**src/rtl/e_x_eval.sv**
```systemverilog
// e_x_eval: e^-y as 1.31 from y = x^2/2 (8.24) by ln2 range reduction plus shift-add; orig_num rides along as a tag.
// Latency: 1 + (k+1) + ITERS + 1 cycles from acceptance to out_valid (27 for y=0, ITERS=24); 2 cycles on underflow.
// Backpressure: one item in flight; result held in DONE until out_ready, in_ready stays low until the next IDLE cycle.
// Optional feature: define E_X_UFLOW_FLAG_EN to add the uflow output flagging the underflow path.
module e_x_eval #(
  // Shift-add iterations; legal range 1..30 (the ROM holds 30 entries).
  parameter int ITERS = 24
) (
  input  logic        clk,
  input  logic        reset,
  input  logic        in_valid,
  output logic        in_ready,
  input  logic [31:0] y,
  input  logic [31:0] orig_num,
  output logic        out_valid,
  input  logic        out_ready,
  output logic [31:0] ex,
  output logic [31:0] orig_out
`ifdef E_X_UFLOW_FLAG_EN
  ,
  output logic        uflow
`endif
);

  // ln2 in 8.24, and 32*ln2: anything at or above it would need a shift of 32+ and reads as zero.
  localparam logic [31:0] LN2     = 32'h00B1_7218;
  localparam logic [31:0] UFLOW   = 32'h162E_4300;
  // 1.0 in the 2.31 product register, and 1.0 in the 1.31 output.
  localparam logic [32:0] P_ONE   = 33'h0_8000_0000;
  localparam logic [31:0] EX_ONE  = 32'h8000_0000;
  localparam logic [4:0]  ITERS_L = 5'(ITERS);

  typedef enum logic [2:0] {
    IDLE,
    REDUCE,
    ITER,
    SHIFT,
    DONE
  } state_t;

  state_t      state;
  logic [31:0] resid;    // y minus the ln2 multiples taken so far
  logic [31:0] tag;      // orig_num of the item in flight
  logic [4:0]  k;        // number of ln2 multiples removed
  logic [31:0] s;        // exponent still to be built by the shift-add loop
  logic [32:0] p;        // running product, 2.31
  logic [4:0]  i;        // current iteration index, 1..ITERS

  logic [23:0] rom_val;
  logic [32:0] p_sum;
  logic [5:0]  shamt;
  logic [32:0] p_scaled;
  logic [31:0] result_next;

  // ln(1+2^-i) scaled by 2^24 and rounded; entry 1 is held at 67CC8F, one LSB under the rounded value.
  // From i=25 the scaled constant rounds to zero, so those steps always take the multiply.
  function automatic logic [23:0] ln_rom(input logic [4:0] idx);
    logic [23:0] v;
    v = 24'h000000;
    case (idx)
      5'd1:  v = 24'h67CC8F;
      5'd2:  v = 24'h391FF0;
      5'd3:  v = 24'h1E2707;
      5'd4:  v = 24'h0F8518;
      5'd5:  v = 24'h07E0A7;
      5'd6:  v = 24'h03F815;
      5'd7:  v = 24'h01FE03;
      5'd8:  v = 24'h00FF80;
      5'd9:  v = 24'h007FE0;
      5'd10: v = 24'h003FF8;
      5'd11: v = 24'h001FFE;
      5'd12: v = 24'h001000;
      5'd13: v = 24'h000800;
      5'd14: v = 24'h000400;
      5'd15: v = 24'h000200;
      5'd16: v = 24'h000100;
      5'd17: v = 24'h000080;
      5'd18: v = 24'h000040;
      5'd19: v = 24'h000020;
      5'd20: v = 24'h000010;
      5'd21: v = 24'h000008;
      5'd22: v = 24'h000004;
      5'd23: v = 24'h000002;
      5'd24: v = 24'h000001;
      default: v = 24'h000000;
    endcase
    return v;
  endfunction

  // Datapath for one ITER step and for the final scale/clamp in SHIFT.
  always_comb begin
    rom_val     = ln_rom(i);
    p_sum       = p + (p >> i);
    shamt       = {1'b0, k} + 6'd1;
    p_scaled    = p >> shamt;
    result_next = (p_scaled > P_ONE) ? EX_ONE : p_scaled[31:0];
  end

  // Control FSM with registered handshake and result outputs; reset aborts any item in flight.
  always_ff @(posedge clk) begin
    if (reset) begin
      state     <= IDLE;
      in_ready  <= 1'b1;
      out_valid <= 1'b0;
      ex        <= 32'h0;
      orig_out  <= 32'h0;
      resid     <= 32'h0;
      tag       <= 32'h0;
      k         <= 5'd0;
      s         <= 32'h0;
      p         <= 33'h0;
      i         <= 5'd0;
`ifdef E_X_UFLOW_FLAG_EN
      uflow     <= 1'b0;
`endif
    end else begin
      case (state)
        IDLE: begin
          if (in_valid && in_ready) begin
            resid    <= y;
            tag      <= orig_num;
            k        <= 5'd0;
            in_ready <= 1'b0;
            state    <= REDUCE;
          end
        end

        REDUCE: begin
          // resid only shrinks here, so the underflow test can only fire on the first cycle.
          if (resid >= UFLOW) begin
            ex        <= 32'h0;
            orig_out  <= tag;
            out_valid <= 1'b1;
`ifdef E_X_UFLOW_FLAG_EN
            uflow     <= 1'b1;
`endif
            state     <= DONE;
          end else if (resid >= LN2) begin
            resid <= resid - LN2;
            k     <= k + 5'd1;
          end else begin
            // e^-r = e^(ln2-r)/2, and ln2-r is positive, which the greedy loop needs.
            s     <= LN2 - resid;
            p     <= P_ONE;
            i     <= 5'd1;
            state <= ITER;
          end
        end

        ITER: begin
          if (s >= {8'd0, rom_val}) begin
            s <= s - {8'd0, rom_val};
            p <= p_sum;
          end
          i <= i + 5'd1;
          if (i == ITERS_L) begin
            state <= SHIFT;
          end
        end

        SHIFT: begin
          // Extra shift by one removes the factor 2 folded in by using ln2-r.
          ex        <= result_next;
          orig_out  <= tag;
          out_valid <= 1'b1;
`ifdef E_X_UFLOW_FLAG_EN
          uflow     <= 1'b0;
`endif
          state     <= DONE;
        end

        DONE: begin
          if (out_ready) begin
            out_valid <= 1'b0;
            in_ready  <= 1'b1;
`ifdef E_X_UFLOW_FLAG_EN
            uflow     <= 1'b0;
`endif
            state     <= IDLE;
          end
        end

        default: begin
          state     <= IDLE;
          in_ready  <= 1'b1;
          out_valid <= 1'b0;
        end
      endcase
    end
  end

endmodule

```
**config.mk**
```make
export PLATFORM = sky130hd
export DESIGN_NAME = e_x_eval
export DESIGN_NICKNAME = d
export VERILOG_FILES = /design/src/rtl/e_x_eval.sv
export SDC_FILE = /design/constraint.sdc
export NUM_CORES = 1
export LEC_CHECK = 0
export ABC_AREA = 1
export CORE_AREA = 2 2 243 149
export DETAILED_ROUTE_END_ITERATION = 8
export DIE_AREA = 0 0 245 151
export PLACE_DENSITY = 0.67
export SYNTH_ARGS = -nofsm -noshare
export SYNTH_HDL_FRONTEND = slang
export SYNTH_SLANG_ARGS = --single-unit
export TNS_END_PERCENT = 20
```
**constraint.sdc**
```tcl
create_clock -name clk -period 6.8 [get_ports clk]
set_clock_uncertainty 0.2 [all_clocks]
set_input_delay 0.68 -clock clk [delete_from_list [all_inputs] [get_ports clk]]
set_output_delay 0.68 -clock clk [all_outputs]
set_load 0.005 [all_outputs]
```
==> reports/qor.yml, run 1 <==
worst_setup_path:
  r2r_end: "p[29]"
  crit_fanout: 37
  slowest_stage: "dfxtp_1"
  r2r_cells: 17
  rr_startpoint: "i[1]"
  criticalPathCategory: "flop to flop"
  critical-path-max-stage-delay_ns: 0.75
  critPathArrivalTime_ns: 5.27
  r2r_setup_slack_ns: 1.78
  end_kind: "flop"
  required_ns: 7.05
  cpMostUsedCell: "o21ai_0"
  start_kind: "flop"
  crit_start: "i[1]"
  path_cells: "inv_2 -> o21ai_0 -> inv_1 -> o21ai_0 -> nand2_1 -> o21ai_0 -> o21ai_0 -> ha_1 -> nand2_1 -> nor4_1 -> a21oi_1 -> nand2_1 -> nand2_1 -> nand3b_1 -> a21oi_1 -> o21ai_0 -> a21oi_1"
clocking:
  cts_sinks: 231
  cts-resized-gates: 0
  cts_hold_buf: 0
  htreeDepth: 1
  cts_buffer_depth: 3
  numCtsBuffers: 24
  postCtsSetupBuffers: 0
  clk_pin_slew_ns: 0.07
  clock_latency_ns: 0.58
  cts_root_buf: "clkbuf_16"
  cts_tree: "yes"
floorplan:
  dieArea_um2: 37000
  initial_utilization: 0.497
  core_um2: 34700
  row_count: 53
  die-height_um: 151
  pin_count: 134
  die_width_um: 245
finish:
  drive_gt1_frac: 0.0490
  stdcell_count: 3301
  multi_input_area_um2: 10900
  layout_common_cells: "nand2_1, nand3_1, o21ai_0"
  final_common_cell: "nand2_1"
  seq_area_um2: 4620
  diodes: 0
  nets: 2956
  fillers: 3482
  postLayoutCoreUtil: 0.560
  area_delta_synth_final_pct: 12.7
synth:
  ys_seq_elements: 231
  synth_nets: 2923
  synth_warnings: 0
  synth-edff-count: 0
  async_reset_ff_frac: 0
  syn_inst: 2787
  synth.distinct_cells: 62
  syn_avg_cell_area_um2: 6.18
  synth_ff_type: "dfxtp_1"
  syn_area_um2: 17200
  yosysSeqAreaShare: 0.268
route:
  met2WireLength_mm: 22.2
  top_layer_used: "met5"
  via_per_inst: 5.90
  postRouteWirelength_mm: 63.4
  wl_met3_mm: 9.57
  first_iter_violations: 2323
  drc: 0
  ant_nets: 0
  m1WireLength_mm: 30.8
  drt_pre_antenna_iters: 6
  post_drt_wl_per_cell_um: 19.2
  vias: 19460
timing:
  totalNegativeSetupSlack_ns: 0
  rsz0062_at_grt: "false"
  maxSlewHeadroom: 0.184
  final-setup-viol-count: 0
  setup_ws_ns: 1.78
  max_freq_mhz: 199
  worst_pin_slew_ns: 1.22
  final-max-slew-violation-count: 0
  hold_violations: 0
  holdWs_ns: 0.247
  timing.final.crit_period_ns: 5.02
  period_share: 0.739
power_and_ir_drop:
  power_leakage_uw: 0.00830
  vdd_drop_max_v: 0.000295
  powerDensity_nw_per_um2: 472
global_route:
  grt_pass1_wl_mm: 97.1
  antenna_found_initial: 0
  track_usage: 0.335
  grt_pass1_vias: 17153
  grt_max_degree: 79
  grt_overflow_total: 0
worst_hold_path:
  min-delay-start: "tag[7]"
  min_path_cells: 2
  min_to: "orig_out[7]"
  worstHoldPathType: "flop to flop"
placement:
  pre_cts_ws_ns: 1.99
  dp_hpwl_mm: 48.4
  place_congestion: 1.02
  dp_cells: 3261
  portBuffers: 133
run:
  cap_violations: 0
outcome:
  status: "finished, final reports clean"
[metal layers]
layer	global-route usage	up-vias
met4	0.0439	4
met5	0.0388	-
met3	0.125	55
li1	-	9489
met2	0.415	1017
met1	0.533	8895
[kinds of logic after synthesis]
kind of cell / Yosys count / synth area share
mux: 22 / 0.0128
compound gates: 750 / 0.236
fa+ha+maj: 68 / 0.0502
buf+inv: 408 / 0.0971
flops: 231 / 0.268
xor+xnor: 26 / 0.0132
simple gates: 1282 / 0.322
[flip-flops by register name, summed over array words and instances (netlist names)]
| name | cells |
|---|---|
| k | 5 |
| in_ready | 1 |
| out_valid | 1 |
| state | 3 |
| orig_out | 32 |
| s | 32 |
| resid | 32 |
| tag | 32 |
| rom_val | 23 |
| ex | 32 |
| p | 33 |
| i | 5 |
[cells in the mapped netlist (all sizes together) (22+ instances only)]
library cell	number	area (um2)
o21ai	335	1680
a31oi	42	263
a21oi	291	1490
nand3	337	1700
nor2	268	1050
nor3	23	120
dfxtp	231	4620
mux2i	22	220
inv	258	968
clkbuf	83	314
buf	63	377
nand2	603	2340
ha	66	826
[critical path: cells and delay by family (launching register included)]
family	cells	cell delay [ns]
AOI/OAI and AO/OA	8	1.53
adders and majority gates	1	0.53
buffers and inverters	2	0.58
DFF	1	0.75
and+or+nand+nor	6	1.28
[through the flow]
| stage | power, uW | area [um2] |
|---|---|---|
| 6_report | 9160 | 19400 |
| 5_1_grt | 9870 | 19400 |
| 4_1_cts | 8970 | 19400 |
| 3_5_place_dp | 7540 | 18600 |
| 3_3_place_gp | 7470 | 18600 |
| 2_1_floorplan | 5930 | 17200 |
[layout make-up]
cell class / count / area share
sequential: 231 / 0.238
clock inverter: 11 / 0.00979
tap: 467 / 0.0301
clock buffer: 29 / 0.0319
inverter: 262 / 0.0507
timing repair buffer: 153 / 0.0760
multi-input combinational: 2148 / 0.564
[power by group]
part	leakage, uW	internal [uW]	switching [uW]
registers	0.00189	1750	363
logic	0.00602	1710	3930
clock network	0.000390	805	607
total	0.00830	4270	4900
[worst max-delay path by stage]
| stage | to | slack [ns] | cells after the start |
|---|---|---|---|
| floorplan | p[18] | 3.22 | 18 |
| global placement | p[29] | 2.13 | 17 |
| detailed placement | p[22] | 1.99 | 22 |
| CTS | p[22] | 1.97 | 22 |
| global route | p[32] | 1.34 | 26 |
| finish | p[29] | 1.78 | 17 |
Note: power is estimated with default switching activity, not from simulation.
==> run 2, diff against run 1 <==
clock period = 4.9 ns   (was 6.8 ns; I/O delays follow)
==> run 2 against run 1 <==
  * Sequential share of layout area decreased by 0.19 points
  * Maximum frequency increased by 11%
  * Design area increased by 0.82%
  * Power increased by 40%
  * Cell count increased by 0.70%
  * Setup slack got worse by 1.4 ns
  * Combinational power increased by 42%
  * Global-route usage increased by 0.68 points
  * Non-clock buffer count increased by 17
  * Die area unchanged
  * Via count increased by 1.8%
  * Largest power group unchanged
  * Highest routed layer unchanged
==> reports/qor.yml, run 2 (synthesis gave the netlist of run 1 again) <==
outcome:
  status: "finished, final reports clean"
global_route:
  track_usage: 0.342  # +0.00675
  antenna_found_initial: 0  # unchanged
  grt_overflow_total: 0  # unchanged
  grt_pass1_wl_mm: 99.5  # +2.4%
  grt_pass1_vias: 17541  # +2.3%
  grt_max_degree: 88  # +11%
worst_setup_path:
  cpMostUsedCell: "o21ai_0"
  cp.buffers_inverters: 1  # -1
  end_kind: "flop"
  critPathTopFamily: "compound AO/OA/AOI/OAI gates"
  start_kind: "flop"
  critical-path-max-stage-delay_ns: 0.56  # -0.19 ns
  criticalPathCategory: "flop to flop"
  path_cells: "buf_6 -> o21ai_0 -> o21ai_0 -> mux2i_1 -> o21ai_0 -> o21ai_0 -> ha_1 -> nand2_1 -> o21ai_0 -> nand3_1 -> nand2_1 -> nand4_1 -> nand2_1 -> nand2_1 -> nand3b_1 -> a21oi_1 -> o21ai_0 -> a21oi_1"
  required_ns: 5.11  # -1.94 ns
  slowest_stage: "o21ai_0"
  critPathArrivalTime_ns: 4.74  # -0.53 ns
  crit_fanout: 41  # +11%
finish:
  nets: 2975  # +0.64%
  regMostFlops: "p"
  fin_area_um2: 19600  # +0.82%
  final_common_cell: "nand2_1"
  drive_gt1_frac: 0.0581  # +0.00906
  largest_reg_flops: 33  # unchanged
  diodes: 0  # unchanged
  fillers: 3433  # -1.4%
  seq_area_um2: 4620  # unchanged
  multi_input_area_um2: 11000  # about the same
  area_delta_synth_final_pct: 13.6
  layout_common_cells: "nand2_1, nand3_1, o21ai_0"
timing:
  setup_ws_ns: 0.370  # -1.41 ns
  period_share: 0.925  # +0.186
  hold_violations: 0  # unchanged
  final-setup-viol-count: 0  # unchanged
  timing.final.crit_period_ns: 4.53  # -0.494 ns
  maxSlewHeadroom: 0.279  # +0.0948
  worst_pin_slew_ns: 1.08  # -0.142 ns
  max_freq_mhz: 221  # +11%
  rsz0062_at_grt: "false"
  totalNegativeSetupSlack_ns: 0  # unchanged
  final-max-slew-violation-count: 0  # unchanged
  holdWs_ns: 0.251  # +0.00406 ns
placement:
  dpl_cell_area_um2: 18800  # +0.75%
  portBuffers: 133  # unchanged
  dp_hpwl_mm: 48.7  # +0.54%
  place_congestion: 1.02  # +0.27%
  pre_cts_ws_ns: 0.413  # -1.58 ns
floorplan:
  die-height_um: 151  # unchanged
  initial_utilization: 0.497  # unchanged
  die_width_um: 245  # unchanged
  core_um2: 34700  # unchanged
  pin_count: 134  # unchanged
  row_count: 53  # unchanged
  dieArea_um2: 37000  # unchanged
power_and_ir_drop:
  p_switching_uw: 6910  # +41%
  p_seq_frac: 0.225  # -0.006
  power.share.clock: 0.151  # -0.003
  pwr-share-comb: 0.624  # +0.009
  swShare: 0.538  # +0.00403
  power_leakage_uw: 0.00841  # +1.3%
  vdd_drop_max_v: 0.000470  # +59%
  intPower_uw: 5920  # +39%
  powerDensity_nw_per_um2: 655  # +39%
clocking:
  numCtsBuffers: 25  # +4.2%
  cts_root_buf: "clkbuf_16"
  clock_latency_ns: 0.57  # about the same
  cts_tree: "yes"
  cts_hold_buf: 0  # unchanged
  postCtsSetupBuffers: 0  # unchanged
  cts_sinks: 231  # unchanged
  cts_buffer_depth: 3  # unchanged
  htreeDepth: 1  # unchanged
  clk_pin_slew_ns: 0.06  # about the same
  cts-resized-gates: 0  # unchanged
worst_hold_path:
  worstHoldPathType: "flop to flop"
route:
  via_per_inst: 5.96  # +1.1%
  vias: 19813  # +1.8%
  postRouteWirelength_mm: 64.4  # +1.5%
  post_drt_wl_per_cell_um: 19.4  # +0.82%
  ant_nets: 0  # unchanged
  drc: 0  # unchanged
  first_iter_violations: 2525  # +8.7%
  drt_pre_antenna_iters: 6  # unchanged
run:
  cap_violations: 0  # unchanged
[run 2: power groups by stage]
stage / Clock [uW] / Sequential (uW) / Combinational (uW)
floorplan: 0 / 2740 / 5490
global placement: 0 / 2880 / 7580
detailed placement: 0 / 2890 / 7670
CTS: 1960 / 2860 / 7700
global route: 2040 / 2940 / 8810
finish: 1930 / 2890 / 8010
[run 2: path summary, 6_finish.rpt]
kind	from	endpoint	slack [ns]	cells past startpoint
worst max-delay path	i[0]	p[29]	0.37	18
worst min-delay path	tag[7]	tag[7]	0.25	2
worst max register to register	i[0]	p[29]	0.37	18
worst min register to register	tag[7]	tag[7]	0.25	2
[run 2: area by class of cell]
cell class,instances,area share
clock buffer,31,0.0346
inverter,262,0.0505
tap,467,0.0298
timing repair buffer,170,0.0827
sequential,231,0.236
timing repair inverter,1,0.000256
clock inverter,14,0.00690
multi-input combinational,2148,0.559
[run 2: worst min-delay path, stage by stage, from the launching register on]
cell and delay [ns]:
dfxtp_1 0.30, inv_1 0.06, a21oi_1 0.05
[run 2: metrics by stage]
step / std cells / utilization / total power, uW
6_report: 3324 / 0.565 / 12800
5_1_grt: 3324 / 0.565 / 13800
4_1_cts: 3323 / 0.564 / 12500
3_5_place_dp: 3278 / 0.541 / 10600
3_3_place_gp: 3278 / 0.541 / 10500
2_1_floorplan: 2787 / - / 8230
[run 2: per-layer routing]
metal | GRT usage | up-vias | wire [um]
li1 | - | 9535 | -
met1 | 0.550 | 9090 | 31100
met2 | 0.427 | 1127 | 22700
met3 | 0.116 | 59 | 9770
met4 | 0.0424 | 2 | 686
met5 | 0.0227 | - | 113
